## src/rtl/aes128_package.sv

```systemverilog
// Shared types and tower-field GF(((2^2)^2)^2) primitives for the S-box datapath.
// Representation: GF(4) = {e,f} -> e*W + f,  W^2 = W + 1
//                 GF(16) = {c,d} -> c*Z + d, Z^2 = Z + M, M = W
//                 GF(256) = {a,b} -> a*Y + b, Y^2 = Y + N, N = W*Z
package aes128_package;

   typedef logic [7:0] bv8_t;
   typedef logic [3:0] bv4_t;
   typedef logic [2:0] bv3_t;
   typedef logic [1:0] bv2_t;

   typedef enum logic [1:0] {IDLE, RUN, DONE} sqrt_state_t;

   localparam int SQRT_MAX_SQ = 7;

   // Field constants; both have trace 1, so each quadratic is irreducible.
   localparam bv2_t GF4_M  = 2'b10;
   localparam bv4_t GF16_N = 4'b1000;

   function automatic bv2_t gf4_mul(input bv2_t a, input bv2_t b);
      logic hh;
      hh = a[1] & b[1];
      return {hh ^ (a[1] & b[0]) ^ (a[0] & b[1]), hh ^ (a[0] & b[0])};
   endfunction

   function automatic bv2_t gf4_sq(input bv2_t a);
      return {a[1], a[1] ^ a[0]};
   endfunction

   function automatic bv2_t gf4_scl_m(input bv2_t a);
      return gf4_mul(a, GF4_M);
   endfunction

   function automatic bv4_t gf16_mul(input bv4_t a, input bv4_t b);
      bv2_t hh;
      hh = gf4_mul(a[3:2], b[3:2]);
      return {hh ^ gf4_mul(a[3:2], b[1:0]) ^ gf4_mul(a[1:0], b[3:2]),
              gf4_scl_m(hh) ^ gf4_mul(a[1:0], b[1:0])};
   endfunction

   // (c*Z + d)^2 = c^2*Z + (c^2*M + d^2)
   function automatic bv4_t gf16_sq(input bv4_t a);
      bv2_t s;
      s = gf4_sq(a[3:2]);
      return {s, gf4_scl_m(s) ^ gf4_sq(a[1:0])};
   endfunction

   function automatic bv4_t gf16_scl_n(input bv4_t a);
      return gf16_mul(a, GF16_N);
   endfunction

   // (a*Y + b)^2 = a^2*Y + (a^2*N + b^2)
   function automatic bv8_t bv8_square(input bv8_t x);
      bv4_t s;
      s = gf16_sq(x[7:4]);
      return {s, gf16_scl_n(s) ^ gf16_sq(x[3:0])};
   endfunction

endpackage

```

## src/rtl/bv8_sq.sv

```systemverilog
// Combinational tower-field squaring of one bv8_t.
module bv8_sq
   import aes128_package::*;
(
   input  bv8_t in_x,
   output bv8_t out_y
);

   // Squaring is GF(2)-linear, so this reduces to a fixed XOR network.
   always_comb out_y = bv8_square(in_x);

endmodule

```

## src/rtl/bv8_sqrt_iter.sv

```systemverilog
// Iterative Frobenius unit: computes x^(2^n), one squaring per clock.
// n = 7 gives the square root, since x^(2^8) = x in GF(256).
// Handshake: a transfer happens on a rising edge where the sender's valid
// and the receiver's ready are both 1. Upstream: in_valid/out_ready (operand);
// downstream: out_valid/in_ready (result). The result is held until taken.
module bv8_sqrt_iter
   import aes128_package::*;
#(
   parameter int MAX_SQ = SQRT_MAX_SQ
) (
   input  logic in_clock,
   input  logic in_reset,
   input  logic in_valid,
   output logic out_ready,
   input  bv8_t in_data,
   input  bv3_t in_count,
   output logic out_valid,
   input  logic in_ready,
   output bv8_t out_data,
   output logic out_busy
);

   localparam int CW = $clog2(MAX_SQ + 1);

   sqrt_state_t   state_q, state_d;
   bv8_t          acc_q, acc_d;
   bv8_t          acc_sq;
   bv8_t          out_data_q, out_data_d;
   logic [CW-1:0] cnt_q, cnt_d;
   logic [CW-1:0] cnt_in;
   logic          out_ready_q, out_ready_d;
   logic          out_valid_q, out_valid_d;
   logic          out_busy_q, out_busy_d;

   bv8_sq u_sq (
      .in_x  (acc_q),
      .out_y (acc_sq)
   );

   // Clamp the requested count to the largest supported number of squarings.
   always_comb begin
      if (int'(in_count) > MAX_SQ) cnt_in = CW'(MAX_SQ);
      else                         cnt_in = CW'(in_count);
   end

   // Next state, datapath and registered-output values.
   always_comb begin
      state_d = state_q;
      acc_d   = acc_q;
      cnt_d   = cnt_q;
      case (state_q)
         IDLE: begin
            if (in_valid) begin
               acc_d   = in_data;
               cnt_d   = cnt_in;
               state_d = (cnt_in == '0) ? DONE : RUN;
            end
         end
         RUN: begin
            acc_d = acc_sq;
            cnt_d = cnt_q - CW'(1);
            if (cnt_q == CW'(1)) state_d = DONE;
         end
         DONE: begin
            // out_valid is 1 here, so in_ready alone completes the transfer.
            if (in_ready) state_d = IDLE;
         end
         default: state_d = IDLE;
      endcase
      out_ready_d = (state_d == IDLE);
      out_valid_d = (state_d == DONE);
      out_busy_d  = (state_d == RUN);
      // Capture the result only on entry to DONE so it stays put while held.
      if (state_d == DONE && state_q != DONE) out_data_d = acc_d;
      else                                   out_data_d = out_data_q;
   end

   // State and output registers with synchronous reset.
   always_ff @(posedge in_clock) begin
      if (in_reset) begin
         state_q     <= IDLE;
         acc_q       <= '0;
         cnt_q       <= '0;
         out_data_q  <= '0;
         out_ready_q <= 1'b1;
         out_valid_q <= 1'b0;
         out_busy_q  <= 1'b0;
      end else begin
         state_q     <= state_d;
         acc_q       <= acc_d;
         cnt_q       <= cnt_d;
         out_data_q  <= out_data_d;
         out_ready_q <= out_ready_d;
         out_valid_q <= out_valid_d;
         out_busy_q  <= out_busy_d;
      end
   end

   assign out_ready = out_ready_q;
   assign out_valid = out_valid_q;
   assign out_busy  = out_busy_q;
   assign out_data  = out_data_q;

endmodule

```

## config.mk

```make
export PLATFORM = sky130hd
export DESIGN_NAME = bv8_sqrt_iter
export DESIGN_NICKNAME = d
export VERILOG_FILES = /design/src/rtl/aes128_package.sv /design/src/rtl/bv8_sq.sv /design/src/rtl/bv8_sqrt_iter.sv
export SDC_FILE = /design/constraint.sdc
export NUM_CORES = 1
export LEC_CHECK = 0
export ABC_AREA = 1
export BUFFER_PORTS_ARGS = -buffer_cell sky130_fd_sc_hd__buf_2
export CORE_UTILIZATION = 35
export CTS_CLUSTER_SIZE = 12
export DETAILED_ROUTE_END_ITERATION = 10
export PLACE_DENSITY = 0.62
export SLEW_MARGIN = 5
export SYNTH_ARGS = -nofsm -noshare
export SYNTH_HDL_FRONTEND = slang
export SYNTH_SLANG_ARGS = --single-unit
```

## constraint.sdc

```tcl
create_clock -name in_clock -period 1.28 [get_ports in_clock]
set_clock_uncertainty 0.05 [all_clocks]
set_input_delay 0.128 -clock in_clock [delete_from_list [all_inputs] [get_ports in_clock]]
set_output_delay 0.128 -clock in_clock [all_outputs]
set_load 0.02 [all_outputs]
```

==> results.sh <==
export IMPL_outcome="finished with violations"
export IMPL_violations="negative setup slack"
export IMPL_r2r_start="cnt_q[1]$_SDFFE_PP0P_"
export IMPL_critPathMaxStageDelay_ns=0.35
export IMPL_path_class="reg -> reg"
export IMPL_viasPerCell=4.61
export IMPL_reg2reg_depth=9
export IMPL_place_ws_ns=-0.172
export IMPL_yosysSeqAreaShare_pct=38.6
export IMPL_path_clk_slew_ns=0.14
export IMPL_grt_pass1_wl_um=4890
export IMPL_synth_cell_types=25
export IMPL_start_util_pct=37.0
export IMPL_dieWidth_um=61.6
export IMPL_drtIter0Drc=42
export IMPL_cts_buffers=3
export IMPL_postPlaceCellArea_um2=1490
export IMPL_instances_no_fill=270
export IMPL_synthMuxAreaShare_pct=0
export IMPL_multiInputGateArea_um2=754
export IMPL_yosys_warnings=0
export IMPL_clockBufferDepth=2
export IMPL_max_freq_mhz=778
export IMPL_gp_congestion=0.815
export IMPL_cp_start_kind="flip-flop"
export IMPL_insertion_delay_ns=0.32
export IMPL_relSlewSlack_pct=74.2
export IMPL_synth_compound_area_share_pct=13.2
export IMPL_crit_required_ns=1.47
export IMPL_ant_nets=0
export IMPL_pwr_density_cell_nw_per_um2=1160
export IMPL_grt_max_degree=20
export IMPL_hold_depth=3
export IMPL_clk_root_buffer_cell="clkbuf_4"
export IMPL_syn_num_nets=202
export IMPL_layout_nets=242
export IMPL_cts_tree="yes"
export IMPL_period_share_pct=100
export IMPL_htreeDepth=1
export IMPL_core_area_um2=3360
export IMPL_crit_start="cnt_q[1]$_SDFFE_PP0P_"
export IMPL_arrival_ns=1.47
export IMPL_worstMarginPinSlew_ns=0.387
export IMPL_ys_async_sr_fraction_pct=0
export IMPL_hold_class="in -> reg"
export IMPL_whs_ns=0.0381
export IMPL_syn_to_final_growth_pct=34.4
export IMPL_post_drt_wl_per_cell_um=10.9
export IMPL_ioPinCount=26
export IMPL_cts_hold_buf=0
export IMPL_place_hpwl_um=2140
export IMPL_min_to="acc_q[1]$_SDFF_PP0_"
export IMPL_final_max_slew_violation_count=0
export IMPL_post_route_drc_count=0
export IMPL_fill_cells=371
export IMPL_wirelength_um=2960
export IMPL_final_hold_viol_count=0
export IMPL_clock_sinks=24
export IMPL_synth_area_um2=1240
export IMPL_yosys_area_share_adder_pct=2.01
export IMPL_synth_xor_area_share_pct=4.23
export IMPL_antenna_found_initial=0
export IMPL_rsz0062_at_grt="true"
export IMPL_stdcell_area_um2=1670
export IMPL_layout_min_cycle_time_ns=1.29
export IMPL_grt_ovfl_total=0
export IMPL_row_count=21
export IMPL_critPathMaxFanout=6
export IMPL_io_buffers=25
export IMPL_dieHeight_um=61.6
export IMPL_placed_cells=263
export IMPL_synth_cells=185
export IMPL_p_leak_nw=0.824
export IMPL_synth_top_family_by_area="simple AND/OR/NAND/NOR gates"
export IMPL_diodes=0
export IMPL_drive_gt1_share_pct=35.7
export IMPL_grt_pass1_vias=1076
export IMPL_critPathSlowestCell="dfxtp_2"
export IMPL_synth_edf_count=0
export IMPL_regToRegEndpoint="out_data[2]$_SDFFE_PP0P_"
export IMPL_setup_slack_ns=-0.00547
export IMPL_min_delay_start="in_data[1]"
export IMPL_syn_area_per_cell_um2=6.72
export IMPL_seq_area_um2=492
export IMPL_ir_worst_vdd_uv=567
export IMPL_synth_main_ff_cell="dfxtp_1"
export IMPL_die_area_um2=3800
export IMPL_ys_ff_latch=24
export IMPL_synth_simple_area_share_pct=32.1
export IMPL_grt_usage_pct=17.6
export IMPL_rrSetupSlack_ns=-0.005
export IMPL_dr_pass1_iters=4
export IMPL_setup_viol=2
export IMPL_end_kind="flip-flop"
export IMPL_vias=1246
export IMPL_crit_chain="inv_2, ha_4, nand2_4, o21ai_2, nor2_2, nor2_4, nand3_1, nand2_1, inv_1"
export IMPL_maxCapViolCount=0
==> worst max-delay path, delay by kind of cell (launching register included) <==
family,cells,cell delay (ns)
buf+inv,2,0.10
simple gates,5,0.43
flops,1,0.35
fa+ha+maj,1,0.13
compound gates,1,0.14
==> per-layer routing <==
metal	up-vias	track usage, %	routed length (um)
li1	659	-	-
met5	-	0	0
met4	0	4.76	21
met1	558	25.0	1450
met3	5	2.94	105
met2	24	27.5	1380
==> cells by family (layout without fill, tap and decap cells) <==
group | Yosys count | in the layout
compound gates | 29 | 29
xor+xnor | 6 | 6
fa+ha+maj | 2 | 2
buf+inv | 31 | 69
flops | 24 | 24
simple gates | 93 | 94
==> Yosys cell counts, types with 3 or more instances <==
cell,instances,area (um2)
nand2_1,53,199
dfxtp_1,24,480
inv_1,23,86.3
nor2_1,21,78.8
a21oi_1,16,80.1
nand3_1,11,55.1
o21ai_0,5,25.0
xnor2_1,4,35.0
inv_2,3,11.3
==> sequential cells by signal, indices dropped and copies added (netlist names) <==
register	flops
out_ready	1
state_q	2
out_valid	1
out_data	8
out_busy	1
acc_q	8
cnt_q	3
==> stage by stage <==
step / power, mW / util, % / TNS (ns)
6_report: 1.93 / 49.7 / -0.00655
5_1_grt: 2.06 / 49.7 / -0.592
4_1_cts: 1.90 / 48.1 / -0.0451
3_5_place_dp: 1.44 / 44.2 / -1.01
3_3_place_gp: 1.44 / 44.2 / -0.802
2_1_floorplan: 1.27 / - / 0
==> worst max-delay path by stage <==
stage	endpoint	slack, ns
floorplan	out_data[3]$_SDFFE_PP0P_	0.02
global placement	out_data[2]$_SDFFE_PP0P_	-0.15
detailed placement	out_data[2]$_SDFFE_PP0P_	-0.17
CTS	out_data[7]$_SDFFE_PP0P_	-0.03
global route	out_data[2]$_SDFFE_PP0P_	-0.10
finish	out_data[2]$_SDFFE_PP0P_	-0.005
==> report_power, final <==
part | switching [mW] | leakage, nW | internal [mW] | total [mW]
clock | 0.246 | 0.0210 | 0.174 | 0.420
sequential | 0.0623 | 0.200 | 0.826 | 0.888
combinational | 0.368 | 0.603 | 0.259 | 0.626
total | 0.675 | 0.824 | 1.26 | 1.93
==> cells in the final DEF (no fill, tap or decap), drive strengths merged <==
cell and instances:
a21oi 16, a221oi 1, a22oi 2, buf 38
clkbuf 4, clkinv 1, dfxtp 24, ha 2
inv 26, nand2 58, nand3 11, nand3b 1
nor2 24, o211ai 2, o21ai 6, o21bai 2
xnor2 4, xor2 2
==> final cells by class <==
cell class / instances / area share (%)
multi-input cells: 131 / 45.1
flip-flops and latches: 24 / 29.4
repair buffers: 38 / 13.5
inverters: 27 / 6.29
well taps: 46 / 3.44
clock buffers: 4 / 2.17
==> what timing repair did <==
item	in CTS	in global routing
setup buffers	1	1
hold endpoints to repair	0	0
endpoints found under the setup margin	11	16
resized for setup	24	16
pin swaps	12	10
cloned	1	0
Power figures use the tool's default switching activity.
